<file path="src/rtl/neuro_image_feeder.sv">
// Streams one scaled RGB888 frame from the scaled-image RAM into the network
// image memory as three channel-planar signed 13-bit planes (B, G, R).
module neuro_image_feeder #(
  parameter int unsigned IMG_W = 128,
  parameter int unsigned IMG_H = 128,
  parameter int unsigned PIX_W = 14
) (
  input  logic                clk,
  input  logic                rst_n,
  input  logic                start,
  input  logic                abort,
  output logic                ram_re,
  output logic [PIX_W-1:0]    ram_addr,
  input  logic [23:0]         ram_data,
  output logic                img_we,
  output logic [PIX_W+1:0]    img_addr,
  output logic signed [12:0]  img_data,
  output logic [1:0]          plane,
  output logic                busy,
  output logic                done
);

  localparam int unsigned         NPIX     = IMG_W * IMG_H;
  localparam logic [PIX_W-1:0]    LAST_PIX = PIX_W'(NPIX - 1);

  typedef enum logic [1:0] {S_IDLE, S_FETCH, S_DRAIN, S_FIN} state_t;

  state_t             state_q, state_d;
  logic [PIX_W-1:0]   pix_q, pix_d;
  logic [1:0]         plane_q, plane_d;
  logic               we_q;
  logic [PIX_W+1:0]   waddr_q;
  logic [1:0]         sel_q;
  logic [7:0]         chan;
  logic [12:0]        conv;

  always_comb begin
    state_d = state_q;
    pix_d   = pix_q;
    plane_d = plane_q;
    case (state_q)
      S_IDLE: begin
        if (start) begin
          state_d = S_FETCH;
          pix_d   = '0;
          plane_d = '0;
        end
      end
      S_FETCH: begin
        pix_d = pix_q + 1'b1;
        if (pix_q == LAST_PIX) begin
          if (plane_q == 2'd2) begin
            state_d = S_DRAIN;
            plane_d = '0;
          end else begin
            plane_d = plane_q + 1'b1;
          end
        end
      end
      S_DRAIN: state_d = S_FIN;
      S_FIN:   state_d = S_IDLE;
      default: state_d = S_IDLE;
    endcase
    // Abort also beats a simultaneous start while idle.
    if (abort) begin
      state_d = S_IDLE;
      pix_d   = '0;
      plane_d = '0;
    end
  end

  always_ff @(posedge clk) begin
    if (!rst_n) begin
      state_q <= S_IDLE;
      pix_q   <= '0;
      plane_q <= '0;
      we_q    <= 1'b0;
      waddr_q <= '0;
      sel_q   <= '0;
    end else begin
      state_q <= state_d;
      pix_q   <= pix_d;
      plane_q <= plane_d;
      we_q    <= (state_q == S_FETCH) && !abort;
      waddr_q <= {plane_q, pix_q};
      sel_q   <= plane_q;
    end
  end

  always_comb begin
    case (sel_q)
      2'd0:    chan = ram_data[7:0];
      2'd1:    chan = ram_data[15:8];
      default: chan = ram_data[23:16];
    endcase
  end

  // 32*v - 4080 wraps correctly in 13 bits since the result spans -4080..+4080.
  assign conv     = {chan, 5'b0} - 13'd4080;
  assign img_data = we_q ? $signed(conv) : '0;

  assign ram_re   = (state_q == S_FETCH);
  assign ram_addr = pix_q;
  assign plane    = plane_q;
  assign busy     = (state_q == S_FETCH) || (state_q == S_DRAIN);
  assign done     = (state_q == S_FIN);
  assign img_we   = we_q;
  assign img_addr = waddr_q;

endmodule

</file>
<file path="config.mk">
export PLATFORM = sky130hd
export DESIGN_NAME = neuro_image_feeder
export DESIGN_NICKNAME = d
export VERILOG_FILES = /design/src/rtl/neuro_image_feeder.sv
export SDC_FILE = /design/constraint.sdc
export NUM_CORES = 1
export LEC_CHECK = 0
export BUFFER_PORTS_ARGS = -buffer_cell sky130_fd_sc_hd__buf_2
export CELL_PAD_IN_SITES_DETAIL_PLACEMENT = 0
export CELL_PAD_IN_SITES_GLOBAL_PLACEMENT = 1
export CORE_MARGIN = 4
export CORE_UTILIZATION = 36
export DETAILED_ROUTE_END_ITERATION = 8
export GPL_TIMING_DRIVEN = 0
export PLACE_DENSITY = 0.9
export SYNTH_ARGS = -nofsm -noshare
export SYNTH_HDL_FRONTEND = slang
export SYNTH_SLANG_ARGS = --single-unit
</file>
<file path="constraint.sdc">
create_clock -name clk -period 3.7 [get_ports clk]
set_input_delay 0.74 -clock clk [delete_from_list [all_inputs] [get_ports clk]]
set_output_delay 0.74 -clock clk [all_outputs]
set_load 0.03 [all_outputs]
</file>
Word-level counts from Yosys, hierarchy flattened:

Index checks and enable logic that the tools add are counted.

* register bits: 37
* bits of input ports: 28
* output and inout bits: 49
* word-level logic and storage cells: 41

* $add $sub $neg: 3
* equality and inequality tests: 9
* mux-type cells: 12
* bitwise operators: 1
* reductions and logical operators: 10

Operators with widths (number)
* 14-bit case mux with 2 select lines: 1
* 8-bit case mux with 2 select lines: 1
* 14-bit by 1-bit adder with 14-bit output, second input constant: 1
* 14-bit == test, second input constant: 1
* 14-bit two-way mux: 1
* 13-bit two-way mux: 1
* 13-bit by 12-bit subtractor with 13-bit output, second input constant: 1
* 2-bit two-way mux: 6
* 2-bit case mux with 4 select lines: 1
* 2-bit == test, second input constant: 3
* 3-bit AND reduction: 2
* 2-bit by 1-bit == test with 1-bit output, second input constant: 2
* 2-bit zero test: 2
* 2-bit by 1-bit inequality test with 1-bit output, second input constant: 2
* 2-bit case mux with 2 select lines: 1
* 2-bit by 1-bit adder with 2-bit output, second input constant: 1
* 2-bit inequality test, second input constant: 1
* 2-bit AND reduction: 1
* 2-bit nonzero test: 1
* 2-bit OR reduction: 1
* 1-bit logical AND: 1
* 1-bit zero test: 1
* 1-bit logical OR: 1
* 1-bit inverter: 1

Logic depth before layout (Yosys ltp):

* depth after elaboration: 4
* depth in mapped cells: 8
* depth with buffers taken out: 6

Least setup slack after synthesis:

Ideal clock, no wire load.

* path type: reg-to-output
* start: register img_addr[14] (netlist name)
* end: output img_data[12]
* data arrival time: 1513 ps
* required time: 2960 ps
* path slack: 1447 ps
* stages on the path, launching flop included: 5
* path buffers: 1
* cell sequence: dfxtp_1 buf_2 mux2_2 mux2i_1 and2_1

RTL lines
* end: declaration: line 17 `output logic signed [12:0] img_data,`

==> impl_results.md <==
* WL met2 at around 1.9 mm
* Congestion Overflow GR at 0
* CP endpoint kind: primary output
* Status: completed
* Largest net degree at the start of global routing at 12
* Library cells used by synthesis at 42
* Post-synth top area cell: dfxtp_1
* Post-CTS Resized at 0
* WS Path Type: flip-flop to primary output
* Antenna violations before repair at 0
* Routed WL at 4.09 mm
* Slew Limit Fails at 0
* Commonest non-fill, non-tap cell in the layout: buf_2
* Die X at 76.6 um
* Vias in the first global route at 1561
* Clk buf depth at 2
* WHS Path Cells at 2
* Hold Path Sink: ram_addr[13]
* VDD IR max at 0.000130 V
* Synth top area share at 41.4%
* Final setup skew at just over 0.005 ns
* FF-to-FF path depth at 7
* RSZ-0062 raised after global routing: no
* Die area at approximately 5900 sq um
* Detail Route Antenna Nets at 0
* Max-Cap Viols at 0
* DRC Markers at 0
* CTS Sinks at 35
* Top sig layer: met4
* Routed vias/inst at ~5
* Final setup viols at 0
* Setup slack after layout at around 1.3 ns
* Mapped Cells at 182
* RR Endpoint: ram_addr[8]
* Largest cells by area after synthesis: dfxtp_1 41%, and2_1 8.5%, mux2i_1 6.5%, ha_1 4.4%, nand2_1 3.5%
* CP max stage cell: mux2_2
* Hold Crit Start: ram_addr[13]
* Placed wire-length estimate at 3.15 mm
* R2R Setup Slk at ~1.8 ns
* Synthesized area at about 1700 sq um
* Vias at 1547
* Highest clock rate at between 0.4 and 0.5 GHz
* YS warnings at 0
* CORE AREA at 4440 sq um
* Post-synthesis area per instance at 9.31 sq um
* WL/cell at 12.9 um
* PD cells at about 360 nW/um^2
* Row count at 24
* Clock Latency Late Sink at slightly below 0.3 ns
* Overall power at slightly above 800 uW
* Die Span Y at between 70 and 80 um
* CTS tree: done
* Part of the cycle the worst path needs at a little under two thirds
* Metal-1 WL at approximately 1.8 mm
* CTS clock-pin slew for the worst setup and hold paths at 0.06 ns
* Critical-path cell list: buf_2, mux2_2, mux2i_1, and2_1, buf_2
* P&R area growth vs syn at 32.7%
* Initial cell density of the core at about two fifths
* Post-CTS Hold Buffers at 0
* CTS buffer count at 5
* GP Congestion at between 0.7 and 0.8
* FF+latch area at approximately 700 sq um
* Register area share after synthesis at 41.4%
* Layout cell share with drive strength beyond 1 at a little over a third
* CP arrival at around 1.6 ns
* Tmin final at between 2 and 2.5 ns
* First-pass GRT wire length at between 7 and 8 mm
* Final hold violation count at 0
* Num ports at 77
* WP data required at 2.96 ns
* Worst-path maximum fanout at 8
* Total Neg Setup Slack at 0 ns
* Crit path top cell by count: buf_2
* # H-tree levels at 2
* Antenna diodes at 0
* Clock root cell: clkbuf_8
* Met3 WL at between 300 and 400 um
* Pre-antenna DRT Iters at 4
* Number of fill cells in the layout at approximately 420
* Hold WC Path Type: flip-flop to flip-flop
* Initial drt markers at 65
* Port buffer count at between 70 and 80
* # nets final at between 200 and 300
* Post-CTS Setup Inserts at 0
* Static leakage at approximately 1.1 nW
* Worst R2R Start: state_q[1]
* Pre-CTS setup slack at around 1.5 ns
* Total GRT Usage at 14.5%
* Crit path largest cell delay at 0.36 ns
* Most frequent cells in the layout: 74 x buf_2, 35 x dfxtp_1, 23 x and2_1
* Multi-input gate area at 923 sq um
* Seq cells post-synth at 35
* Startpoint types: flip-flop
[flip-flops by register name, indices dropped and copies added (netlist names)]
signal and cells:
img_addr 16, img_we 1, plane 2, ram_addr 14, state_q 2
[cells in the mapped netlist (all sizes together)]
cell    number
xnor2        5
buf          8
nor2b        1
o31a         1
inv          3
nor3b        1
or4          3
nand2b       1
a32oi        1
o21a         1
nand3b       1
clkbuf       3
nor3         1
and4         3
nand2       16
mux2i       12
nor2        13
conb         1
nand4        4
or3          3
ha           6
mux2         1
nand4b       3
or2b         1
and2        24
dfxtp       35
a21oi        4
or3b         1
a41oi        1
nand3        2
o21ai       12
o211ai       2
nor4         3
and2b        2
xor2         2
and3b        1
[final cells by class]
| cell class | instances | share of cell area (%) |
|---|---|---|
| multi-input combinational | 136 | 41.1 |
| sequential | 35 | 31.2 |
| tap | 52 | 2.89 |
| timing repair buffer | 72 | 16.0 |
| buffer | 11 | 3.12 |
| clock buffer | 6 | 3.67 |
| clock inverter | 2 | 1.56 |
| inverter | 3 | 0.501 |
[cell families (layout without fill, tap and decap cells)]
group / after synthesis / count (layout) / synth area share, %
flip-flops: 35 / 35 / 41.4
AO/OA/AOI/OAI: 22 / 22 / 8.27
AND/OR/NAND/NOR: 84 / 84 / 29.3
adder cells (fa/ha/maj): 6 / 6 / 4.43
multiplexers: 13 / 13 / 7.98
XOR/XNOR: 7 / 7 / 3.62
buffers and inverters: 14 / 94 / 4.80
other: 1 / 4 / 0.221
[layer usage]
| metal | GRT usage [%] | vias up |
|---|---|---|
| li1 | - | 783 |
| met1 | 16.3 | 702 |
| met2 | 23.8 | 55 |
| met3 | 6.15 | 7 |
| met4 | 6.34 | 0 |
| met5 | 0 | - |
[stage by stage]
stage	hold WS, ns	area [sq um]	cells	utilization, %
final	0.508	2250	317	50.6
after global placement	0.485	2130	309	47.9
after CTS	0.507	2250	317	50.6
after global routing	0.548	2250	317	50.6
after floorplan	0.484	1710	185	-
after detailed placement	0.497	2130	309	47.9
[worst max-delay path, delay by kind of cell (launching register included)]
family | cells | cell delay [ns]
buf+inv | 2 | 0.43
flops | 1 | 0.32
mux | 2 | 0.46
simple gates | 1 | 0.12
[where the power goes]
| part | switching [mW] | internal, mW | leakage [nW] |
|---|---|---|---|
| sequential | 0.00230 | 0.378 | 0.282 |
| clock | 0.133 | 0.218 | 0.0612 |
| combinational | 0.0448 | 0.0337 | 0.735 |
| total | 0.180 | 0.630 | 1.08 |
[worst max path at each step]
| stage | from | end | slack [ns] | cells past startpoint |
|---|---|---|---|---|
| 6_report | img_addr[14] | img_data[12] | 1.34 | 5 |
| 5_1_grt | img_addr[14] | img_data[12] | 1.21 | 5 |
| 4_1_cts | img_addr[14] | img_data[12] | 1.32 | 5 |
| 3_5_place_dp | ram_data[7] | img_data[12] | 1.45 | 5 |
| 3_3_place_gp | ram_data[15] | img_data[12] | 1.46 | 5 |
| 2_1_floorplan | img_addr[14] | img_data[12] | 1.45 | 4 |
Note: power is estimated with default switching activity, not from simulation.
